[src/rtl/l2_cache_replacement.sv]
// L2 replacement-state tracker: per-set PLRUm or tree-PLRU bits plus per-way lock bits,
// a two-stage victim/promote pipeline and an INIT/FLUSH sweep that clears all state.
module l2_cache_replacement #(
  parameter int NUM_SETS        = 128,
  parameter int NUM_WAYS        = 8,
  parameter int POLICY          = 0,
  parameter int SET_INDEX_WIDTH = $clog2(NUM_SETS),
  parameter int WAY_INDEX_WIDTH = (NUM_WAYS > 1) ? $clog2(NUM_WAYS) : 1
) (
  input  logic                       clk,
  input  logic                       reset,
  input  logic                       fill_en,
  input  logic [SET_INDEX_WIDTH-1:0] fill_set,
  output logic [WAY_INDEX_WIDTH-1:0] fill_way,
  output logic                       fill_valid,
  output logic                       fill_all_locked,
  input  logic                       access_en,
  input  logic [SET_INDEX_WIDTH-1:0] access_set,
  input  logic                       access_update_en,
  input  logic [WAY_INDEX_WIDTH-1:0] access_update_way,
  input  logic                       lock_en,
  input  logic                       lock_value,
  input  logic                       flush_en,
  output logic                       ready
);

  localparam int REPL_W      = (POLICY == 0) ? NUM_WAYS : ((NUM_WAYS > 1) ? NUM_WAYS - 1 : 1);
  localparam int TREE_LEVELS = (NUM_WAYS > 1) ? $clog2(NUM_WAYS) : 0;

  typedef enum logic [1:0] {
    ST_INIT  = 2'd0,
    ST_RUN   = 2'd1,
    ST_FLUSH = 2'd2
  } state_e;

  state_e                     state, state_next;
  logic [SET_INDEX_WIDTH-1:0] sweep_idx, sweep_next;
  logic                       sweep_active;

  logic [REPL_W-1:0]          repl_bits [NUM_SETS];
  logic [NUM_WAYS-1:0]        lock_bits [NUM_SETS];

  logic                       req_ok, req_fill, req_access;
  logic                       p_fill, p_access, p_lock, p_lock_value;
  logic [SET_INDEX_WIDTH-1:0] p_set;

  logic [REPL_W-1:0]          cur_repl, new_repl;
  logic [NUM_WAYS-1:0]        cur_lock, new_lock, used, promote_oh;
  logic                       all_locked, tree_hit, do_promote;
  logic [WAY_INDEX_WIDTH-1:0] lowest_unlocked, victim, promote_way;

  // ---------------------------------------------------------------------------
  // Sweep state machine
  // ---------------------------------------------------------------------------
  // NOTE: clocked state uses non-blocking assignments so every flop samples
  // pre-edge values regardless of process ordering in simulation.
  always_ff @(posedge clk) begin
    if (!reset) begin
      state     <= ST_INIT;
      sweep_idx <= '0;
    end else begin
      state     <= state_next;
      sweep_idx <= sweep_next;
    end
  end

  // NOTE: every signal driven here gets a default first, so no path can
  // leave a value unassigned and infer a latch.
  always_comb begin
    state_next   = state;
    sweep_next   = sweep_idx;
    ready        = 1'b0;
    sweep_active = 1'b0;
    case (state)
      ST_INIT, ST_FLUSH: begin
        sweep_active = 1'b1;
        if (sweep_idx == SET_INDEX_WIDTH'(NUM_SETS - 1)) begin
          state_next = ST_RUN;
          sweep_next = '0;
        end else begin
          sweep_next = sweep_idx + 1'b1;
        end
      end
      ST_RUN: begin
        ready = 1'b1;
        if (flush_en) begin
          state_next = ST_FLUSH;
          sweep_next = '0;
        end
      end
      default: state_next = ST_INIT;
    endcase
  end

  // ---------------------------------------------------------------------------
  // Request stage: fill wins over access; a flush request drops both.
  // ---------------------------------------------------------------------------
  assign req_ok     = ready & ~flush_en;
  assign req_fill   = req_ok & fill_en;
  assign req_access = req_ok & access_en & ~fill_en;

  always_ff @(posedge clk) begin
    if (!reset) begin
      p_fill       <= 1'b0;
      p_access     <= 1'b0;
      p_lock       <= 1'b0;
      p_lock_value <= 1'b0;
      p_set        <= '0;
    end else begin
      p_fill       <= req_fill;
      p_access     <= req_access;
      p_lock       <= lock_en & (req_fill | req_access);
      p_lock_value <= lock_value;
      if (req_fill) begin
        p_set <= fill_set;
      end else if (req_access) begin
        p_set <= access_set;
      end
    end
  end

  // ---------------------------------------------------------------------------
  // Result stage: victim selection reads storage directly, so a request issued
  // while the same set is being written sees the written value one cycle later.
  // ---------------------------------------------------------------------------
  assign cur_repl   = repl_bits[p_set];
  assign cur_lock   = lock_bits[p_set];
  assign all_locked = &cur_lock;

  always_comb begin
    lowest_unlocked = '0;
    for (int w = NUM_WAYS - 1; w >= 0; w--) begin
      if (!cur_lock[w]) lowest_unlocked = WAY_INDEX_WIDTH'(w);
    end

    victim   = lowest_unlocked;
    used     = NUM_WAYS'(cur_repl) | cur_lock;
    tree_hit = 1'b0;
    if (POLICY == 0) begin
      for (int w = NUM_WAYS - 1; w >= 0; w--) begin
        if (!used[w]) victim = WAY_INDEX_WIDTH'(w);
      end
    end else begin
      // Exactly one leaf matches every node bit on its path from the root.
      for (int w = NUM_WAYS - 1; w >= 0; w--) begin
        tree_hit = 1'b1;
        for (int l = 0; l < TREE_LEVELS; l++) begin
          if (cur_repl[(1 << l) - 1 + (w >> (TREE_LEVELS - l))] !=
              1'((w >> (TREE_LEVELS - 1 - l)) & 1)) tree_hit = 1'b0;
        end
        if (tree_hit && !cur_lock[w]) victim = WAY_INDEX_WIDTH'(w);
      end
    end
  end

  assign fill_valid      = p_fill;
  assign fill_all_locked = p_fill & all_locked;
  assign fill_way        = (p_fill && !all_locked) ? victim : '0;

  assign do_promote  = p_fill ? ~all_locked : (p_access & access_update_en & ready);
  assign promote_way = p_fill ? victim : access_update_way;
  assign promote_oh  = NUM_WAYS'(1) << promote_way;

  always_comb begin
    new_lock = cur_lock;
    if (p_lock) new_lock[promote_way] = p_lock_value;

    new_repl = cur_repl;
    if (POLICY == 0) begin
      if (&(NUM_WAYS'(cur_repl) | cur_lock | promote_oh)) begin
        new_repl = REPL_W'(promote_oh);
      end else begin
        new_repl = cur_repl | REPL_W'(promote_oh);
      end
    end else begin
      // Each node on the promoted way's path is turned to point away from it.
      for (int w = 0; w < NUM_WAYS; w++) begin
        if (promote_way == WAY_INDEX_WIDTH'(w)) begin
          for (int l = 0; l < TREE_LEVELS; l++) begin
            new_repl[(1 << l) - 1 + (w >> (TREE_LEVELS - l))] =
              ~1'((w >> (TREE_LEVELS - 1 - l)) & 1);
          end
        end
      end
    end
  end

  // ---------------------------------------------------------------------------
  // State storage
  // ---------------------------------------------------------------------------
  // NOTE: the arrays carry no reset; the INIT sweep clears one set per cycle,
  // which keeps them plain enabled flops with no wide reset network.
  always_ff @(posedge clk) begin
    if (sweep_active) begin
      repl_bits[sweep_idx] <= '0;
      lock_bits[sweep_idx] <= '0;
    end else if (do_promote) begin
      repl_bits[p_set] <= new_repl;
      lock_bits[p_set] <= new_lock;
    end
  end

  // ---------------------------------------------------------------------------
  // Interface protocol checks
  // ---------------------------------------------------------------------------
  assert property (@(posedge clk) disable iff (!reset)
                   access_update_en |-> $past(access_en & ready));

  assert property (@(posedge clk) disable iff (!reset)
                   !(fill_en && flush_en));

endmodule

[config.mk]
export PLATFORM = sky130hd
export DESIGN_NAME = l2_cache_replacement
export DESIGN_NICKNAME = d
export VERILOG_FILES = /design/src/rtl/l2_cache_replacement.sv
export SDC_FILE = /design/constraint.sdc
export NUM_CORES = 2
export LEC_CHECK = 0
export BUFFER_PORTS_ARGS = -buffer_cell sky130_fd_sc_hd__buf_4
export CAP_MARGIN = 20
export CORE_MARGIN = 2
export CORE_UTILIZATION = 60
export CTS_CLUSTER_DIAMETER = 30
export DETAILED_ROUTE_END_ITERATION = 8
export PLACE_DENSITY = 0.76
export SETUP_SLACK_MARGIN = 0.05
export SYNTH_ARGS = -nofsm -noshare
export SYNTH_HDL_FRONTEND = slang
export SYNTH_SLANG_ARGS = --single-unit
export TNS_END_PERCENT = 50
[constraint.sdc]
create_clock -name clk -period 11.6 [get_ports clk]
set_input_delay 1.74 -clock clk [delete_from_list [all_inputs] [get_ports clk]]
set_output_delay 1.74 -clock clk [all_outputs]
set_load 0.01 [all_outputs]
==> metrics.yaml <==
avgViaCountPerCell: 7.15
path_cells: "buf_4 > buf_4 > nor2b_2 > buf_4 > a22o_1 > a21oi_1 > o2111ai_1 > o2111a_1 > and2_1 > nand3_1 > nor3_1 > or3b_4 > nand3_1 > o21ai_1 > nand2_1 > buf_4 > nor2_1 > buf_4"
start_util_pct: 60.4
num_vias: 46694
synth_top_area_cell: "edfxtp_1"
fin_crit_ns: 8.82
critical_path.startpoint_type: "register"
hpwl_microns: 141000
fin_nets: 4471
tns_ns: 0
insertion_delay_ns: 0.97
drc_errors: 0
crit_path_max_fanout: 60
cts_hold_buf: 0
synthToLayoutAreaGrowth_pct: 19.5
slowest_delay_ns: 0.88
ff_latch_area_sq_um: 62100
skew_ns: 0.112
rsz0062_at_grt: "no"
ios: 31
synth_cell_type_count: 85
powerDensity_nw_per_um2: 199
period_share_pct: 76.0
drive_above_1_share_pct: 28.2
cts_tree: "yes"
crit_required_ns: 12.18
power_uw: 19500
first_pass_iters: 9
clk_pin_slew_worst_paths_ns: 0.05
portBuffers: 30
cp-end-kind: "register"
yosys_register_bits: 2075
clockBufferDepth: 4
mappedNetlistNets: 4043
cpMaxStageDelayCell: "or3b_4"
tightest_slew_ns: 1.31
wl_per_cell_microns: 38.8
vdd_ir_drop_max_mv: 0.142
timing.rr.end: "lock_bits[39][2]$_DFFE_PP_"
ant_nets: 0
instances_no_fill: 6527
worst-path-buf-inv: 5
grt_pass1_vias: 46685
grt_pass1_wl_microns: 355000
whs_ns: 0.575
crit_type: "reg -> reg"
ys.flop_type: "edfxtp_1"
cts_setup_buffers: 0
regToRegSetupSlack_ns: 2.78
hp-start: "state[1]$_SDFFE_PN0P_"
setup_viol: 0
min-delay-path-class: "reg -> reg"
grt_usage_pct: 36.6
syn_area_sq_um: 81800
routed_wl_microns: 253000
critPathMostFrequentCell: "buf_4"
relSlewSlack_pct: 12.8
die_h_microns: 373
dpl.cell_count: 5837
synth_most_common_cell: "edfxtp_1"
core_area_sq_um: 135000
timing.fmax_mhz: 113
fp.dieArea_sq_um: 139000
synth_edf_count: 2048
cpLargestDelayFamily: "simple AND/OR/NAND/NOR gates"
cts_buffers: 379
async_flop_share_pct: 0
status: "finished, final reports clean"
antenna_found_initial: 17
syn_inst: 4017
avgSynthCellArea_sq_um: 20.4
p_leak_uw: 0.0316
seq_area_frac_synth_pct: 75.9
r2r_cells: 18
num_rows: 135
crit_arrival_ns: 9.40
htree_num_levels: 5
critPathCapture: "lock_bits[39][2]$_DFFE_PP_"
root_buffer: "clkbuf_16"
cts.sinks: 2075
whs_path_depth: 2
die_width_microns: 373
fillCellCount: 7325
hold_viol_final: 0
gp_congestion: 0.980
finalMaxSlewViolations: 0
maxCapViolCount: 0
multiInputGateArea_sq_um: 18400
grt_overflow: 0
grt_max_degree: 97
yosys_warnings: 0
path_depth: 18
cts_resized: 0
drt_iter0_drc: 7632
synthTopCellsByCount: "edfxtp_1 (2,048), mux4_2 (388), mux2i_1 (284)"
netlist_top_cells_area: "edfxtp_1 (75%), mux4_2 (11%), mux2i_1 (3.5%)"
synth.top_cell.area_share_pct: 75.2
-- stage by stage --
| stage | setup WS, ns | utilization (%) | cell area, sq um |
|---|---|---|---|
| 3_3_place_gp | 2.92 | 62.6 | 84700 |
| 5_1_grt | 2.79 | 72.2 | 97700 |
| 6_report | 2.78 | 72.2 | 97700 |
| 4_1_cts | 3.14 | 72.1 | 97600 |
| 2_1_floorplan | 1.32 | - | 81800 |
| 3_5_place_dp | 3.29 | 62.7 | 84800 |
-- worst register-to-register path: cells and delay by family, from the launching register on --
kind | cells | cell delay (ns)
buffers and inverters | 5 | 2.51
DFF | 1 | 0.73
and+or+nand+nor | 8 | 3.68
AOI/OAI and AO/OA | 5 | 1.54
-- metal layers --
layer	global-route usage, %	vias up	share of wire (%)
met5	0	-	0.036
met4	19.0	14	6.0
met3	13.9	803	15
met2	54.8	4299	46
met1	47.2	23902	33
li1	-	17676	-
-- cells in the final DEF, fill, tap and decap left out, types with 17 or more instances in the layout --
cell and instances:
edfxtp_1 2048, a21oi_1 83, a31oi_1 32, clkinv_4 33, nor3_1 25, dfxtp_1 23, clkinv_1 47, clkbuf_16 387
inv_6 26, a22oi_1 111, clkbuf_1 38, clkinv_2 49, nand2_1 156, and2_1 17, nor2_1 171, nand2b_1 33
bufinv_16 56, o22ai_1 19, buf_4 253, nand3_1 55, mux4_2 388, mux2i_1 284, clkinvlp_4 35, a22o_1 41
mux2_2 18
-- power breakdown --
group	switching (uW)	internal (uW)
registers	8.17	8140
clock network	3830	7340
logic	118	49.7
-- worst min path at each step --
stage | end | slack (ns)
6_report | state[1]$_SDFFE_PN0P_ | 0.57
5_1_grt | sweep_idx[3]$_SDFFE_PN0P_ | 0.65
4_1_cts | sweep_idx[3]$_SDFFE_PN0P_ | 0.57
3_5_place_dp | state[1]$_SDFFE_PN0P_ | 0.55
3_3_place_gp | state[1]$_SDFFE_PN0P_ | 0.52
2_1_floorplan | sweep_idx[3]$_SDFFE_PN0P_ | 0.50
-- state kept, by name, summed over array words and instances, names as in the netlist, named ones only --
register,flops
p_lock,1
lock_bits,1024
state,2
p_lock_value,1
fill_valid,1
p_set,7
sweep_idx,7
p_access,1
repl_bits,1024
-- area by class of cell --
cell class | count | area share [%]
sequential | 2075 | 63.5
tap | 1781 | 2.28
clock buffer | 425 | 10.1
antenna | 4 | 0.0102
multi-input combinational | 1709 | 18.8
timing repair buffer | 269 | 2.20
clock inverter | 253 | 3.08
inverter | 11 | 0.0423
-- cell families after synthesis --
kind of cell	count (synthesis)	share of synthesized area (%)
AOI/OAI and AO/OA	425	3.80
xor gates and xnor gates	1	0.0107
and+or+nand+nor	577	3.43
adders and majority gates	1	0.0153
DFF	2075	75.9
muxes	705	14.9
buffers and inverters	233	1.97
(Power assumes the default switching activity.)
